### src/rtl/alu_pkg.sv
// Shared definitions for the two-requester ALU arbiter:
// FSM state encoding and ALU function codes.
package alu_pkg;

    typedef enum logic [1:0] {
        IDLE = 2'd0,
        EXEC = 2'd1,
        STAT = 2'd2,
        RESP = 2'd3
    } state_e;

    localparam logic [3:0] FN_NOP  = 4'h0;
    localparam logic [3:0] FN_ADD  = 4'h1;
    localparam logic [3:0] FN_SUB  = 4'h2;
    localparam logic [3:0] FN_AND  = 4'h3;
    localparam logic [3:0] FN_OR   = 4'h4;
    localparam logic [3:0] FN_XOR  = 4'h5;
    localparam logic [3:0] FN_SLL  = 4'h6;
    localparam logic [3:0] FN_SRL  = 4'h7;
    localparam logic [3:0] FN_SRA  = 4'h8;
    localparam logic [3:0] FN_SLT  = 4'h9;
    localparam logic [3:0] FN_SLTU = 4'hA;
    localparam logic [3:0] FN_PASS = 4'hB;
    localparam logic [3:0] FN_NOT  = 4'hC;

    // Any code above this one is undefined and flagged on the response
    localparam logic [3:0] FUNC_MAX = FN_NOT;

endpackage

### src/rtl/rr_arb2.sv
// Two-way round-robin selector: on a tie the requester
// that did not win last time is chosen.
module rr_arb2 (
    input  logic [1:0] valid,
    input  logic       last,
    output logic       grant_valid,
    output logic       grant_id
);

    always_comb begin
        grant_valid = |valid;
        grant_id    = 1'b0;
        if (valid == 2'b11) begin
            grant_id = ~last;
        end else begin
            grant_id = valid[1];
        end
    end

endmodule

### src/rtl/alu_arbiter.sv
// Shares one external ALU between two requesters; each grant runs
// IDLE -> EXEC -> STAT -> RESP and returns result plus status.
module alu_arbiter
    import alu_pkg::*;
#(
    parameter int DATA_W = 32,
    parameter int FUNC_W = 4
) (
    input  logic                clk,
    input  logic                rst,
    input  logic [1:0]          req_valid,
    output logic [1:0]          req_ready,
    input  logic [2*FUNC_W-1:0] req_func,
    input  logic [2*DATA_W-1:0] req_a,
    input  logic [2*DATA_W-1:0] req_b,
    input  logic [1:0]          req_imm,
    input  logic [2*DATA_W-1:0] req_imm_val,
    output logic [DATA_W-1:0]   alu_a,
    output logic [DATA_W-1:0]   alu_b,
    output logic [DATA_W-1:0]   alu_imm_val,
    output logic                alu_imm,
    output logic [FUNC_W-1:0]   alu_func,
    input  logic [DATA_W-1:0]   alu_out,
    input  logic [7:0]          alu_status,
    output logic                resp_valid,
    input  logic                resp_ready,
    output logic [DATA_W-1:0]   resp_data,
    output logic [7:0]          resp_status,
    output logic                resp_id,
    output logic                resp_err
);

    state_e state_q, state_d;
    logic   last_q, last_d;

    logic [DATA_W-1:0] alu_a_q, alu_a_d;
    logic [DATA_W-1:0] alu_b_q, alu_b_d;
    logic [DATA_W-1:0] alu_imm_val_q, alu_imm_val_d;
    logic              alu_imm_q, alu_imm_d;
    logic [FUNC_W-1:0] alu_func_q, alu_func_d;

    logic              resp_valid_q, resp_valid_d;
    logic [DATA_W-1:0] resp_data_q, resp_data_d;
    logic [7:0]        resp_status_q, resp_status_d;
    logic              resp_id_q, resp_id_d;
    logic              resp_err_q, resp_err_d;

    logic gnt_valid;
    logic gnt_id;
    logic grant;

    logic [DATA_W-1:0] sel_a;
    logic [DATA_W-1:0] sel_b;
    logic [DATA_W-1:0] sel_imm_val;
    logic              sel_imm;
    logic [FUNC_W-1:0] sel_func;

    rr_arb2 u_rr_arb2 (
        .valid       (req_valid),
        .last        (last_q),
        .grant_valid (gnt_valid),
        .grant_id    (gnt_id)
    );

    // Grant is only offered in IDLE and never while reset is held
    assign grant = (state_q == IDLE) && gnt_valid && !rst;

    always_comb begin
        sel_a       = gnt_id ? req_a[2*DATA_W-1:DATA_W]
                             : req_a[DATA_W-1:0];
        sel_b       = gnt_id ? req_b[2*DATA_W-1:DATA_W]
                             : req_b[DATA_W-1:0];
        sel_imm_val = gnt_id ? req_imm_val[2*DATA_W-1:DATA_W]
                             : req_imm_val[DATA_W-1:0];
        sel_func    = gnt_id ? req_func[2*FUNC_W-1:FUNC_W]
                             : req_func[FUNC_W-1:0];
        sel_imm     = gnt_id ? req_imm[1] : req_imm[0];
    end

    always_comb begin
        req_ready = 2'b00;
        if (grant) begin
            req_ready[gnt_id] = 1'b1;
        end
    end

    always_comb begin
        state_d       = state_q;
        last_d        = last_q;
        alu_a_d       = alu_a_q;
        alu_b_d       = alu_b_q;
        alu_imm_val_d = alu_imm_val_q;
        alu_imm_d     = alu_imm_q;
        alu_func_d    = alu_func_q;
        resp_valid_d  = resp_valid_q;
        resp_data_d   = resp_data_q;
        resp_status_d = resp_status_q;
        resp_id_d     = resp_id_q;
        resp_err_d    = resp_err_q;
        unique case (state_q)
            IDLE: begin
                if (gnt_valid) begin
                    state_d       = EXEC;
                    last_d        = gnt_id;
                    alu_a_d       = sel_a;
                    alu_b_d       = sel_b;
                    alu_imm_val_d = sel_imm_val;
                    alu_imm_d     = sel_imm;
                    alu_func_d    = sel_func;
                    resp_id_d     = gnt_id;
                    resp_err_d    = sel_func > FUNC_W'(FUNC_MAX);
                end
            end
            EXEC: begin
                state_d     = STAT;
                resp_data_d = alu_out;
            end
            STAT: begin
                // ALU status trails its operands by one clock
                state_d       = RESP;
                resp_status_d = alu_status;
                resp_valid_d  = 1'b1;
            end
            RESP: begin
                if (resp_ready) begin
                    state_d      = IDLE;
                    resp_valid_d = 1'b0;
                end
            end
        endcase
    end

    always_ff @(posedge clk or posedge rst) begin
        if (rst) begin
            state_q       <= IDLE;
            last_q        <= 1'b1;
            alu_a_q       <= '0;
            alu_b_q       <= '0;
            alu_imm_val_q <= '0;
            alu_imm_q     <= 1'b0;
            alu_func_q    <= '0;
            resp_valid_q  <= 1'b0;
            resp_data_q   <= '0;
            resp_status_q <= '0;
            resp_id_q     <= 1'b0;
            resp_err_q    <= 1'b0;
        end else begin
            state_q       <= state_d;
            last_q        <= last_d;
            alu_a_q       <= alu_a_d;
            alu_b_q       <= alu_b_d;
            alu_imm_val_q <= alu_imm_val_d;
            alu_imm_q     <= alu_imm_d;
            alu_func_q    <= alu_func_d;
            resp_valid_q  <= resp_valid_d;
            resp_data_q   <= resp_data_d;
            resp_status_q <= resp_status_d;
            resp_id_q     <= resp_id_d;
            resp_err_q    <= resp_err_d;
        end
    end

    assign alu_a       = alu_a_q;
    assign alu_b       = alu_b_q;
    assign alu_imm_val = alu_imm_val_q;
    assign alu_imm     = alu_imm_q;
    assign alu_func    = alu_func_q;
    assign resp_valid  = resp_valid_q;
    assign resp_data   = resp_data_q;
    assign resp_status = resp_status_q;
    assign resp_id     = resp_id_q;
    assign resp_err    = resp_err_q;

endmodule

### config.mk
export PLATFORM = sky130hd
export DESIGN_NAME = alu_arbiter
export DESIGN_NICKNAME = d
export VERILOG_FILES = /design/src/rtl/alu_pkg.sv /design/src/rtl/rr_arb2.sv /design/src/rtl/alu_arbiter.sv
export SDC_FILE = /design/constraint.sdc
export NUM_CORES = 1
export LEC_CHECK = 0
export ABC_AREA = 0
export CAP_MARGIN = 40
export CORE_AREA = 3 3 152 154
export DETAILED_ROUTE_END_ITERATION = 6
export DIE_AREA = 0 0 155 157
export GPL_ROUTABILITY_DRIVEN = 0
export PLACE_DENSITY = 0.69
export SLEW_MARGIN = 25
export SYNTH_ARGS = -nofsm -noshare
export SYNTH_HDL_FRONTEND = slang
export SYNTH_HIERARCHICAL = 1
export SYNTH_SLANG_ARGS = --single-unit
### constraint.sdc
create_clock -name clk -period 5.2 [get_ports clk]
set_input_delay 1.04 -clock clk [delete_from_list [all_inputs] [get_ports clk]]
set_output_delay 1.04 -clock clk [all_outputs]
set_load 0.02 [all_outputs]
* Word-level counts from Yosys, hierarchy flattened
Cells that the tools add are included.
** Storage, ports and cells
- Bits in registers :: 147
- Output and inout port bits :: 146
- Input port bits :: 247
** Cells by class
- Reduce and logical (&&, ||, !) cells :: 10
- Equality and inequality tests :: 6
- Muxes and demuxes :: 14
- Order comparisons :: 3
- Bitwise operators :: 1
** Operator list (count)
- 2-to-1 mux 32 bit :: 3
- one-hot mux 2 bit (4 select lines) :: 1
- equality test 2 bit (second input constant) :: 3
- 2-to-1 mux 2 bit :: 3
- AND reduction 2 bit :: 3
- greater-than comparator 4 bit (second input constant) :: 1
- 2-to-1 mux 1 bit :: 4
- 2-to-1 mux 4 bit :: 1
- inequality test 2 bit (second input constant) :: 2
- logical AND 1 bit :: 3
- equality test 2 x 1 -> 1 bit (second input constant) :: 1
- logical NOT 2 bit :: 1
- < comparator 1 x 2 -> 1 bit (second input constant) :: 1
- one-hot mux 1 bit (2 select lines) :: 1
- nonzero test 2 bit :: 1
- OR reduction 2 bit :: 1
- demux 1 bit (select 1 bit) :: 1
- >= comparator 1 bit (second input constant) :: 1
- logical NOT 1 bit :: 1
- NOT 1 bit :: 1

* Longest topological paths before layout
- Depth after elaboration :: 7
- Depth in mapped cells :: 8

* Modules after synthesis
Netlist, hierarchy kept.
** Modules (own cells, without submodules)
- alu_arbiter :: cells an instance 560, times used 1, area an instance 6581.3 µm², seq. area each 3679.8 µm²
- rr_arb2 :: cells an instance 2, times used 1, area an instance 13.8 µm², seq. area each 0.0 µm²

* Worst setup path after synthesis
No wires, ideal clock.
- Path type :: input port to output port
- Start point :: in rst
- End point :: out req_ready[1]
- Setup slack :: -0.540 ns
- Stages :: 2
- Data required time :: 4.160 ns
- Data arrival time :: 4.700 ns
- Cells stage by stage :: inv_1 > and3_1
** On the way
- Cells in the longest elaborated chain, start to end :: 3
** Ends and longest elaborated chain
- from (decl) :: line alu_arbiter.sv:10 : input logic rst,
- logical NOT 1 bit (no line)
- logical AND 1 bit :: line alu_arbiter.sv:66 : assign grant = (state_q == IDLE) && gnt_valid && !rst;
- 2-to-1 mux 2 bit :: line alu_arbiter.sv:82 : if (grant) begin
- to (decl) :: line alu_arbiter.sv:12 : output logic [1:0] req_ready,
No other way between the ends.

* Worst setup path in the final report
- Start point :: in req_valid[0]
- End point :: out req_ready[1]
** On the way
- Elaborated cells on any way between the ends :: 11
- Classes of those cells :: 2 x order compare; 1 x eq/ne; 4 x mux; 4 x reduce/logical
** RTL lines
- from (decl) :: line alu_arbiter.sv:11 : input logic [1:0] req_valid,
- OR reduction 2 bit :: line rr_arb2.sv:11 : grant_valid = |valid;
- net gnt_valid :: line alu_arbiter.sv:48 : logic gnt_valid;
- logical AND 1 bit (2 in series) :: line alu_arbiter.sv:66
- 2-to-1 mux 2 bit :: line alu_arbiter.sv:82
The timed path passes the listed nets, and every way through them passes these cells.

==> flow_summary.json <==
{
  "cp-end-kind": "output pin",
  "clkSinkCount": 147,
  "setup_viol_count_final": 0,
  "fill_cells": 1984,
  "port_buffers": 392,
  "diodes": 0,
  "place.detailed.hpwl_um": 15980,
  "ys_top_cells_by_area": "dfrtp_1 55%, mux2i_1 15%, o21ai_1 7.6%",
  "holdBufCountCts": 0,
  "synth_area_leader_cell": "dfrtp_1",
  "numCtsBuffers": 17,
  "cts_tree": "done",
  "drt_iter0_markers": 139,
  "hold_path.class": "reg2reg",
  "critPathBufInv": 2,
  "start_kind": "input port",
  "finalCritPeriodShare_pct": 75.39,
  "fin_crit_ns": 3.920,
  "wl_met1_um": 7851,
  "clk_pin_slew_ns": 0.06,
  "synth.avg_cell_area_um2": 11.74,
  "yosysTopAreaCellShare_pct": 55.40,
  "max_stage_delay_ns": 0.61,
  "max_freq_ghz": 0.2551,
  "vias_per_cell": 4.371,
  "finalSetupTns_ns": 0,
  "final.setup.worst_slack_ns": 1.280,
  "top_layer": "met4",
  "start_util_pct": 30.22,
  "die_y_um": 157,
  "cpMostUsedCell": "clkdlybuf4s50_1",
  "htreeDepth": 4,
  "holdWs_ns": 0.4794,
  "rows": 54,
  "ys_seq_elements": 147,
  "crit_arrival_ns": 2.88,
  "wl_per_cell_um": 16.18,
  "antenna_found_initial": 0,
  "met2_length_um": 10210,
  "syn_inst": 562,
  "finClkSkew_ns": 0.008036,
  "cts.path.max_buffers": 2,
  "layout_common_cells": "392 x clkdlybuf4s50_1, 146 x dfrtp_1, 106 x nand2_1",
  "grt_max_degree": 69,
  "grt_pass1_vias": 5370,
  "critPathTopFamily": "buffers and inverters",
  "ys_types": 29,
  "gr-usage-all-layers_pct": 15.91,
  "rsz0062_at_grt": "false",
  "ys_seq_area_share_pct": 55.80,
  "drt.antenna.violating_nets": 0,
  "irDropWorstVdd_mv": 0.2108,
  "drc": 0,
  "crit_type": "in2out",
  "root_buffer": "clkbuf_16",
  "wl_met3_um": 1723,
  "core_area_um2": 21820,
  "syn_nets": 814,
  "dp_slack_ns": 1.264,
  "power.density_nw_per_um2": 569.2,
  "post_cts_resized": 0,
  "slowest_stage": "clkdlybuf4s50_1",
  "maxCapViolations": 0,
  "crit_path_max_fanout": 6,
  "wirelength_um": 20050,
  "overflow": 0,
  "outcome": "finished clean",
  "max_slew_margin_pct": 46.35,
  "yosys_warnings": 6,
  "areaGrowthSynthToFinish_pct": 71.01,
  "pin_count": 393,
  "die_w_um": 155,
  "netlist_area_um2": 6595,
  "hold_viol_final": 0,
  "layout_commonest_cell": "clkdlybuf4s50_1",
  "nets": 1198,
  "dr.pass1.iters": 4,
  "worstSkewPairLatency_ns": 0.42,
  "vias": 5416,
  "post-route-util_pct": 51.68,
  "slew_viol_final": 0,
  "worst_pin_slew_ns": 0.8048,
  "drive_gt1_share_pct": 5.944,
  "grt_pass1_wl_um": 30080,
  "die_area_um2": 24340,
  "cp.required_ns": 4.16,
  "cp_cell_sequence": "clkdlybuf4s50_1, or2_1, and2_1, and3_1, clkdlybuf4s50_1",
  "p_leak_nw": 4.872,
  "post-cts-setup-buffers": 0
}
==> kinds of logic after synthesis <==
logic type               share of synthesized area (%)
multiplexers                                     22.33
buffers and inverters                            5.786
AO/OA/AOI/OAI                                    8.386
adder cells (fa/ha/maj)                         0.9486
AND/OR/NAND/NOR                                  6.754
flip-flops                                       55.80
==> area by class of cell <==
| cell class | count | area [um^2] | share of cell area, % |
|---|---|---|---|
| inverters | 6 | 26.28 | 0.2330 |
| repair buffers | 404 | 4091 | 36.28 |
| clock inverters | 14 | 142.6 | 1.265 |
| clock buffers | 18 | 429.2 | 3.805 |
| flip-flops and latches | 147 | 3680 | 32.63 |
| well taps | 280 | 350.3 | 3.106 |
| multi-input cells | 370 | 2559 | 22.69 |
==> per-layer routing <==
layer	global-route usage [%]	vias up
met5	0	-
li1	-	2703
met3	5.719	15
met4	4.205	0
met2	28.10	217
met1	18.35	2481
==> path summary, 6_finish.rpt <==
path,startpoint,cells past startpoint,end,slack (ns)
worst max-delay path,req_valid[0],5,req_ready[1],1.28
worst min-delay path,alu_imm_val[16]$_DFFE_PP0P_,2,alu_imm_val[16]$_DFFE_PP0P_,0.48
worst max register to register,state_q[0]$_DFFE_PP0P_,7,alu_a[5]$_DFFE_PP0P_,2.97
worst min register to register,alu_imm_val[16]$_DFFE_PP0P_,2,alu_imm_val[16]$_DFFE_PP0P_,0.48
max in group asynchronous,rst,4,alu_b[16]$_DFFE_PP0P_,3.32
min in group asynchronous,rst,2,resp_data[8]$_DFFE_PP0N_,0.94
==> Yosys cell counts <==
master      n
nand2_1   106
nand2b_1    1
a21boi_1    1
or2_1       1
o22ai_1     2
dfrtp_1   146
a31oi_1     1
mux2_1     31
inv_1       6
o21a_1      1
dfstp_2     1
mux2i_1   101
buf_4       6
clkbuf_1   10
o21ai_1   100
buf_2       5
o221ai_1    1
nor3_1      1
and2_1      1
clkbuf_4    2
nor2_1      3
buf_8       1
o21ai_0     2
buf_12      6
mux2_2     10
buf_6       9
ha_1        5
and3_1      1
nand2_2     1
==> tightest hold or removal path: stages, from the launching register on <==
cell,delay (ns)
dfrtp_1,0.34
nand2_1,0.05
o21ai_1,0.06
==> power by group <==
| group | internal (W) | switching, W | total [W] |
|---|---|---|---|
| Clock | 0.000677 | 0.000526 | 0.00120 |
| Sequential | 0.00171 | 0.000275 | 0.00198 |
| Combinational | 0.00157 | 0.00166 | 0.00323 |
==> registers in the layout, indices dropped and copies added, names as in the netlist <==
| register | flops |
|---|---|
| last_q | 1 |
| alu_imm_val | 32 |
| alu_a | 32 |
| alu_imm | 1 |
| resp_valid | 1 |
| resp_err | 1 |
| state_q | 2 |
| resp_id | 1 |
| alu_b | 32 |
| resp_data | 32 |
| alu_func | 4 |
| resp_status | 8 |
==> through the flow <==
| step | power (W) | cells | cell area [um^2] |
|---|---|---|---|
| 2_1_floorplan | 0.003742 | 562 | 6599 |
| 3_3_place_gp | 0.005196 | 1202 | 10590 |
| 6_report | 0.006420 | 1239 | 11280 |
| 3_5_place_dp | 0.005301 | 1207 | 10710 |
| 5_1_grt | 0.006835 | 1239 | 11280 |
| 4_1_cts | 0.006524 | 1239 | 11280 |
(Power assumes the default switching activity.)
